==> config.mk <==
export PLATFORM = sky130hd
export DESIGN_NAME = bcd_word_scanner
export DESIGN_NICKNAME = d
export VERILOG_FILES = /design/src/rtl/bcd_word_scanner_pkg.sv /design/src/rtl/bcd_digit_check.sv /design/src/rtl/bcd_word_scanner.sv
export SDC_FILE = /design/constraint.sdc
export NUM_CORES = 1
export LEC_CHECK = 0
export ABC_AREA = 1
export ABC_CLOCK_PERIOD_IN_PS = 1800
export BUFFER_PORTS_ARGS = -buffer_cell sky130_fd_sc_hd__buf_2
export CORE_MARGIN = 4
export CORE_UTILIZATION = 45
export CTS_CLUSTER_DIAMETER = 80
export DETAILED_ROUTE_END_ITERATION = 7
export PLACE_DENSITY = 0.71
export SLEW_MARGIN = 10
export SYNTH_ARGS = -nofsm -noshare
export SYNTH_HDL_FRONTEND = slang
export SYNTH_SLANG_ARGS = --single-unit
==> constraint.sdc <==
create_clock -name clk -period 1.8 [get_ports clk]
set_clock_uncertainty 0.2 [all_clocks]
set_input_delay 0.36 -clock clk [delete_from_list [all_inputs] [get_ports clk]]
set_output_delay 0.36 -clock clk [all_outputs]
set_load 0.01 [all_outputs]
==> src/rtl/bcd_word_scanner_pkg.sv <==
// Shared definitions for the BCD word scanner: FSM states and digit constants.
package bcd_word_scanner_pkg;

  typedef enum logic [1:0] {
    StIdle = 2'd0,
    StScan = 2'd1,
    StDone = 2'd2
  } scan_state_e;

  localparam logic [3:0] BCD_MAX      = 4'd9;
  localparam logic [3:0] BCD_SANITISE = 4'h0;

endpackage

==> src/rtl/bcd_digit_check.sv <==
// Combinational single-digit BCD checker; invalid digits are replaced by the sanitise value.
module bcd_digit_check
  import bcd_word_scanner_pkg::*;
(
  input  logic [3:0] digit,
  output logic       valid,
  output logic [3:0] clean
);

  assign valid = (digit <= BCD_MAX);
  assign clean = valid ? digit : BCD_SANITISE;

endmodule

==> src/rtl/bcd_word_scanner.sv <==
// Validates and sanitises a packed BCD word one digit per clock using one shared checker.
module bcd_word_scanner
  import bcd_word_scanner_pkg::*;
#(
  parameter int unsigned DIGITS = 4,
  parameter int unsigned IDX_W  = 2,
  parameter int unsigned CNT_W  = 3
) (
  input  logic                  clk,
  input  logic                  rst_n,
  input  logic                  in_valid,
  output logic                  in_ready,
  input  logic [4*DIGITS-1:0]   in_data,
  output logic                  out_valid,
  input  logic                  out_ready,
  output logic [4*DIGITS-1:0]   out_data,
  output logic                  out_err,
  output logic [IDX_W-1:0]      out_err_idx,
  output logic [CNT_W-1:0]      out_err_cnt
);

  scan_state_e           state_q, state_d;
  logic [IDX_W-1:0]      idx_q, idx_d;
  logic [4*DIGITS-1:0]   word_q, word_d;
  logic [4*DIGITS-1:0]   res_q, res_d;
  logic                  err_q, err_d;
  logic [IDX_W-1:0]      err_idx_q, err_idx_d;
  logic [CNT_W-1:0]      cnt_q, cnt_d;
  logic                  init_q;

  logic [3:0] cur_digit;
  logic       cur_valid;
  logic [3:0] cur_clean;

  // Digit selected by the scan index feeds the single shared checker.
  always_comb begin
    cur_digit = '0;
    for (int i = 0; i < DIGITS; i++) begin
      if (idx_q == IDX_W'(i)) cur_digit = word_q[i*4 +: 4];
    end
  end

  bcd_digit_check u_check (
    .digit (cur_digit),
    .valid (cur_valid),
    .clean (cur_clean)
  );

  assign in_ready  = init_q && (state_q == StIdle);
  assign out_valid = (state_q == StDone);

  always_comb begin
    state_d   = state_q;
    idx_d     = idx_q;
    word_d    = word_q;
    res_d     = res_q;
    err_d     = err_q;
    err_idx_d = err_idx_q;
    cnt_d     = cnt_q;
    case (state_q)
      StIdle: begin
        if (in_valid && in_ready) begin
          word_d    = in_data;
          res_d     = '0;
          err_d     = 1'b0;
          err_idx_d = '0;
          cnt_d     = '0;
          idx_d     = '0;
          state_d   = StScan;
        end
      end
      StScan: begin
        for (int i = 0; i < DIGITS; i++) begin
          if (idx_q == IDX_W'(i)) res_d[i*4 +: 4] = cur_clean;
        end
        if (!cur_valid) begin
          cnt_d = cnt_q + CNT_W'(1);
          if (!err_q) begin
            err_d     = 1'b1;
            err_idx_d = idx_q;
          end
        end
        if (idx_q == IDX_W'(DIGITS - 1)) begin
          idx_d   = '0;
          state_d = StDone;
        end else begin
          idx_d = idx_q + IDX_W'(1);
        end
      end
      StDone: begin
        if (out_ready) state_d = StIdle;
      end
      default: state_d = StIdle;
    endcase
  end

  always_ff @(posedge clk or negedge rst_n) begin
    if (!rst_n) begin
      state_q   <= StIdle;
      idx_q     <= '0;
      word_q    <= '0;
      res_q     <= '0;
      err_q     <= 1'b0;
      err_idx_q <= '0;
      cnt_q     <= '0;
      init_q    <= 1'b0;
    end else begin
      state_q   <= state_d;
      idx_q     <= idx_d;
      word_q    <= word_d;
      res_q     <= res_d;
      err_q     <= err_d;
      err_idx_q <= err_idx_d;
      cnt_q     <= cnt_d;
      init_q    <= 1'b1;
    end
  end

  assign out_data    = res_q;
  assign out_err     = err_q;
  assign out_err_idx = err_idx_q;
  assign out_err_cnt = cnt_q;

endmodule

* After elaboration in Yosys (flattened, before gate mapping)
Index checks and enable logic that the tools add are counted.
Storage, ports and cells: register bits 43, word-level logic and storage cells 68, bits of input ports 20, output and inout port bits 24
Cells by class: reductions and logical operators 14, order comparisons 1, add/sub/neg operators 2, muxes and demuxes 27, eq/ne operators 13
Operators by type and width (number):
- $mux 4 | 9
- $pmux 16 s2 | 1
- $reduce_and 3->1 | 6
- $mux 16 | 1
- $mux 2 | 7
- $ne 2x2->1 const B | 6
- $pmux 2 s2 | 2
- $eq 2x2->1 const B | 3
- $mux 3 | 2
- $pmux 2 s3 | 1
- $pmux 3 s2 | 1
- $eq 2x1->1 const B | 2
- $le 4x4->1 const B | 1
- $logic_not 2->1 | 2
- $ne 2x1->1 const B | 2
- $reduce_and 2->1 | 2
- $reduce_and 4->1 | 1
- $add 3x1->3 const B | 1
- $add 2x1->2 const B | 1
- $logic_and 1x1->1 | 2
- $mux 1 | 2
- $pmux 1 s2 | 1
- $reduce_bool 2->1 | 1

* Longest topological paths before layout
word-level depth 9, mapped depth 13, gate-level depth less buffers 13

* By module
From an unflattened synthesis, not the netlist that was laid out.
Unflattened totals: cell total of the unflattened synthesis 246, area total of the unflattened synthesis 2006.9 µm²
By module, submodules not included:
- bcd_word_scanner | times used 1, cells an instance 235, area an instance 1963.1 µm², sequential area each 1076.0 µm²
- bcd_digit_check | times used 1, cells an instance 11, area an instance 43.8 µm², sequential area each 0.0 µm²

* Worst setup path before layout
Ideal clock, no wire load.
path kind register to register, start point register idx_q[1], end point register err_q, in the netlist out_err, stages on the path, launching flop included 12, period minus slack after synthesis 1.817 ns, setup time 0.117 ns, path slack -0.017 ns, arrival 1.500 ns, path buffers 0, data required time 1.483 ns, cell sequence dfrtp_1 > inv_1 > ha_1 > inv_2 > nand2_2 > nand3_2 > a21oi_4 > nand2_4 > nand2_2 > nand2_2 > nand2_1 > nand2_1
Between the ends: word-level cells in the longest chain between the ends 8, elaborated cells on any way between the ends 11, classes of those cells 1 x order compare; 4 x eq/ne; 4 x mux; 2 x reduce/logical
RTL lines:
- start: declaration | RTL line bcd_word_scanner.sv:23 | logic [IDX_W-1:0] idx_q, idx_d;
- start signal: assignment | RTL line bcd_word_scanner.sv:109 | idx_q <= idx_d;
- $logic_not 2->1 | RTL line bcd_word_scanner.sv:39 | if (idx_q == IDX_W'(i)) cur_digit = word_q[i*4 +: 4];
- $mux 4 (3 in a row) | RTL line bcd_word_scanner.sv:39
- $mux 4 (*) | RTL line bcd_word_scanner.sv:39
- $le 4x4->1 (*) | RTL line bcd_digit_check.sv:10 | assign valid = (digit <= BCD_MAX);
- $ne 2x2->1 (no line) (*)
- $reduce_and 3->1 (no line) (*)
- end signal: assignment | RTL line bcd_word_scanner.sv:112 | err_q <= err_d;
- end: declaration | RTL line bcd_word_scanner.sv:26 | logic err_q, err_d;
Mark *: on every way between the ends. The rest lies on a longest branch, timed or not. A chain may end at the register's enable or synchronous reset.

* Worst setup path after layout
start point register idx_q[1], end point register res_q[8], in the netlist out_data[8]
Between the ends: word-level cells in the longest chain between the ends 9, elaborated cells on any way between the ends 14, classes of those cells 1 x order compare; 4 x eq/ne; 7 x mux; 2 x reduce/logical
RTL lines:
- $logic_not 2->1 | RTL line bcd_word_scanner.sv:39
- $mux 4 (4 in a row) | RTL line bcd_word_scanner.sv:39
- $le 4x4->1 | RTL line bcd_digit_check.sv:10
- $mux 4 | RTL line bcd_digit_check.sv:11 | assign clean = valid ? digit : BCD_SANITISE;
- $mux 4 | RTL line bcd_word_scanner.sv:74 | if (idx_q == IDX_W'(i)) res_d[i*4 +: 4] = cur_clean;
- $pmux 16 s2 | RTL line bcd_word_scanner.sv:60 | case (state_q)
- end signal: assignment | RTL line bcd_word_scanner.sv:111 | res_q <= res_d;
- end: declaration | RTL line bcd_word_scanner.sv:25 | logic [4*DIGITS-1:0] res_q, res_d;
Parallel ways exist; a longest one is shown, timed or not. The select of a mux whose other input is x is not followed.

==> impl_metrics.csv <==
group,metric,value,unit
outcome,status,"complete, but fails checks",
outcome,violations,"setup timing",
timing,maxSlewViolCount,0,
cts,path_clk_slew,0.08,ns
floorplan,fp.coreArea,4380,sq um
detailed_routing,drcViolationCount,0,
cells_and_area,final_common_cell,"nand2_1",
global_routing,grt_usage,0.173,
synth,yosys.area.top_type,"dfrtp_1",
placement,place.gp.congestion,0.826,
worst_setup_path,setup.worst_path.start_class,"register",
cells_and_area,antenna_cells,0,
synth,synth_cell_types,28,
cells_and_area,layout-drive-gt1-share,0.343,
synth,synth_top_area_frac,0.526,
timing,fin_crit,1.87,ns
detailed_routing,via_per_inst,4.90,
timing,hold_slack,0.0575,ns
worst_setup_path,cp.arrival,1.91,ns
detailed_routing,via_count,1725,
worst_setup_path,critPathMaxFanout,8,
cells_and_area,areaGrowthSynthToFinish,30.9,%
floorplan,die_w,75.4,um
synth,syn_area_per_cell,8.60,sq um
cts,htree_levels,2,
cells_and_area,final_util,0.611,
cells_and_area,final_net_count,324,
detailed_routing,routed_wl,4.49,mm
synth,netlist_area,2050,sq um
worst_setup_path,crit_start,"idx_q[1]$_DFFE_PN0P_",
timing,setup_ws,-0.0736,ns
floorplan,rows,24,
detailed_routing,wl_per_cell,12.8,um
global_routing,grt_remaining_overflow,0,
global_routing,grt_pass1_wl,7.49,mm
synth,syn_inst,238,
global_routing,antenna_found_initial,0,
power,power_density,1940,nW/um^2
worst_setup_path,cp.required,1.84,ns
global_routing,grt_max_degree,44,
cts,cts-root-buf,"clkbuf_8",
cts,cts_tree,"built",
flow_run,cap_violations,0,
worst_setup_path,r2r-start,"idx_q[1]$_DFFE_PN0P_",
synth,ys_seq_elements,43,
placement,hpwlAfterDp,3.19,mm
floorplan,fp.dieH,75.4,um
cells_and_area,layout.cells.non_filler,352,
synth,seq_area_frac_synth,0.526,
placement,placed_cells,339,
hold_path,worstHoldStart,"in_data[11]",
synth,ys_warn_count,0,
cells_and_area,final_area,2680,sq um
worst_setup_path,crit_type,"reg -> reg",
power,p_leak,0.00152,uW
placement,dpl_cell_area,2450,sq um
global_routing,grt_pass1_vias,1608,
power,ir_worst_vdd,0.828,mV
timing,fmax,534,MHz
hold_path,holdCritPathClass,"in -> reg",
cells_and_area,mostFrequentLayoutCells,"nand2_1, buf_2, dfrtp_1",
synth,synthTopCellsByArea,"dfrtp_1, nand2_1, nand4_1",
cells_and_area,multi_input_area,925,sq um
cts,clock_tree.buffer_depth,2,
synth,synth.net_count,263,
cells_and_area,fillers,403,
timing,rsz0062_at_grt,"true",
floorplan,design.die.area,5690,sq um
detailed_routing,ant_nets,0,
floorplan,ios,44,
timing,setup_viol,22,
cts,cts.sinks,43,
cells_and_area,regArea,1080,sq um
timing,finalCritPeriodShare,1.04,
cts,cts_made_buffers,5,
cts,clk-insertion-delay-late,0.30,ns
placement,io_buffers,43,
detailed_routing,drt_iter0_markers,197,
detailed_routing,dr.pass1.iters,4,
floorplan,start_util,0.467,
timing,hold_viol,0,
worst_setup_path,cp-end-kind,"register",
-- per-stage QoR --
| stage | TNS, ns | power [uW] | setup WS, ns |
|---|---|---|---|
| floorplan | 0 | 3220 | 0.00120 |
| global placement | -0.208 | 3970 | -0.0185 |
| detailed placement | -1.48 | 4010 | -0.0966 |
| CTS | -0.302 | 5000 | -0.0295 |
| global route | -3.46 | 5620 | -0.185 |
| finish | -0.781 | 5180 | -0.0736 |
-- power by group --
part | internal [uW] | total, uW | switching [uW]
combinational | 1160 | 2770 | 1610
sequential | 1310 | 1530 | 227
clock | 555 | 883 | 328
-- synth_stat cells, drive strengths merged --
cell	count
nand2	110
dfrtp	43
inv	20
nand4	18
a21oi	9
o21ai	9
nand3	7
buf	5
ha	5
nor2	4
clkbuf	2
a21boi	1
conb	1
nor3b	1
o22ai	1
or2	1
xor2	1
-- sequential cells by signal, summed over array words and instances, names as in the netlist --
register	cells
init_q	1
idx_q	2
out_data	16
word_q	16
out_err	1
state_q	2
out_err_cnt	3
out_err_idx	2
-- critical path, stage by stage (launching register included) --
cell,delay [ns]
dfrtp_1,0.40
inv_2,0.12
ha_4,0.18
inv_4,0.05
nand3_2,0.06
nand2_1,0.07
a21oi_2,0.20
nand2_4,0.09
nand2_4,0.12
clkbuf_16,0.15
nand4_1,0.07
nand2_1,0.09
-- kinds of logic after synthesis --
group	share of synthesized area
buf+inv	0.0593
fa+ha+maj	0.0306
simple gates	0.314
compound gates	0.0636
other cells	0.00183
xor+xnor	0.00428
flops	0.526
-- final cells by class --
type | instances | share of cell area
clock buffers | 6 | 0.0271
clock inverters | 2 | 0.0224
inverters | 20 | 0.0299
multi-input cells | 168 | 0.345
flip-flops and latches | 43 | 0.402
well taps | 52 | 0.0243
repair buffers | 61 | 0.149
-- worst paths after layout --
kind	endpoint	slack (ns)	cells after the start
setup / recovery	out_data[8]$_DFFE_PN0P_	-0.07	11
hold / removal	word_q[11]$_DFFE_PN0P_	0.06	3
setup reg to reg	out_data[8]$_DFFE_PN0P_	-0.07	11
hold reg to reg	out_data[9]$_DFFE_PN0P_	0.28	2
max in group asynchronous	word_q[14]$_DFFE_PN0P_	0.83	3
min in group asynchronous	init_q$_DFF_PN0_	0.36	3
-- repair_timing --
item | in CTS | in global routing
setup endpoints to repair | 22 | 22
cloned | 0 | 1
pin swaps | 0 | 2
endpoints found under the hold margin | 43 | 0
buffers inserted | 1 | 2
gates resized for setup | 7 | 5
hold buffers | 1 | 0
-- routing by layer --
metal / part of all wire / GRT usage / up-vias
li1: - / - / 884
met1: 0.49 / 0.245 / 797
met2: 0.44 / 0.260 / 37
met3: 0.056 / 0.0409 / 7
met4: 0.014 / 0.0583 / 0
met5: 0 / 0 / -
Power figures use the tool's default switching activity.
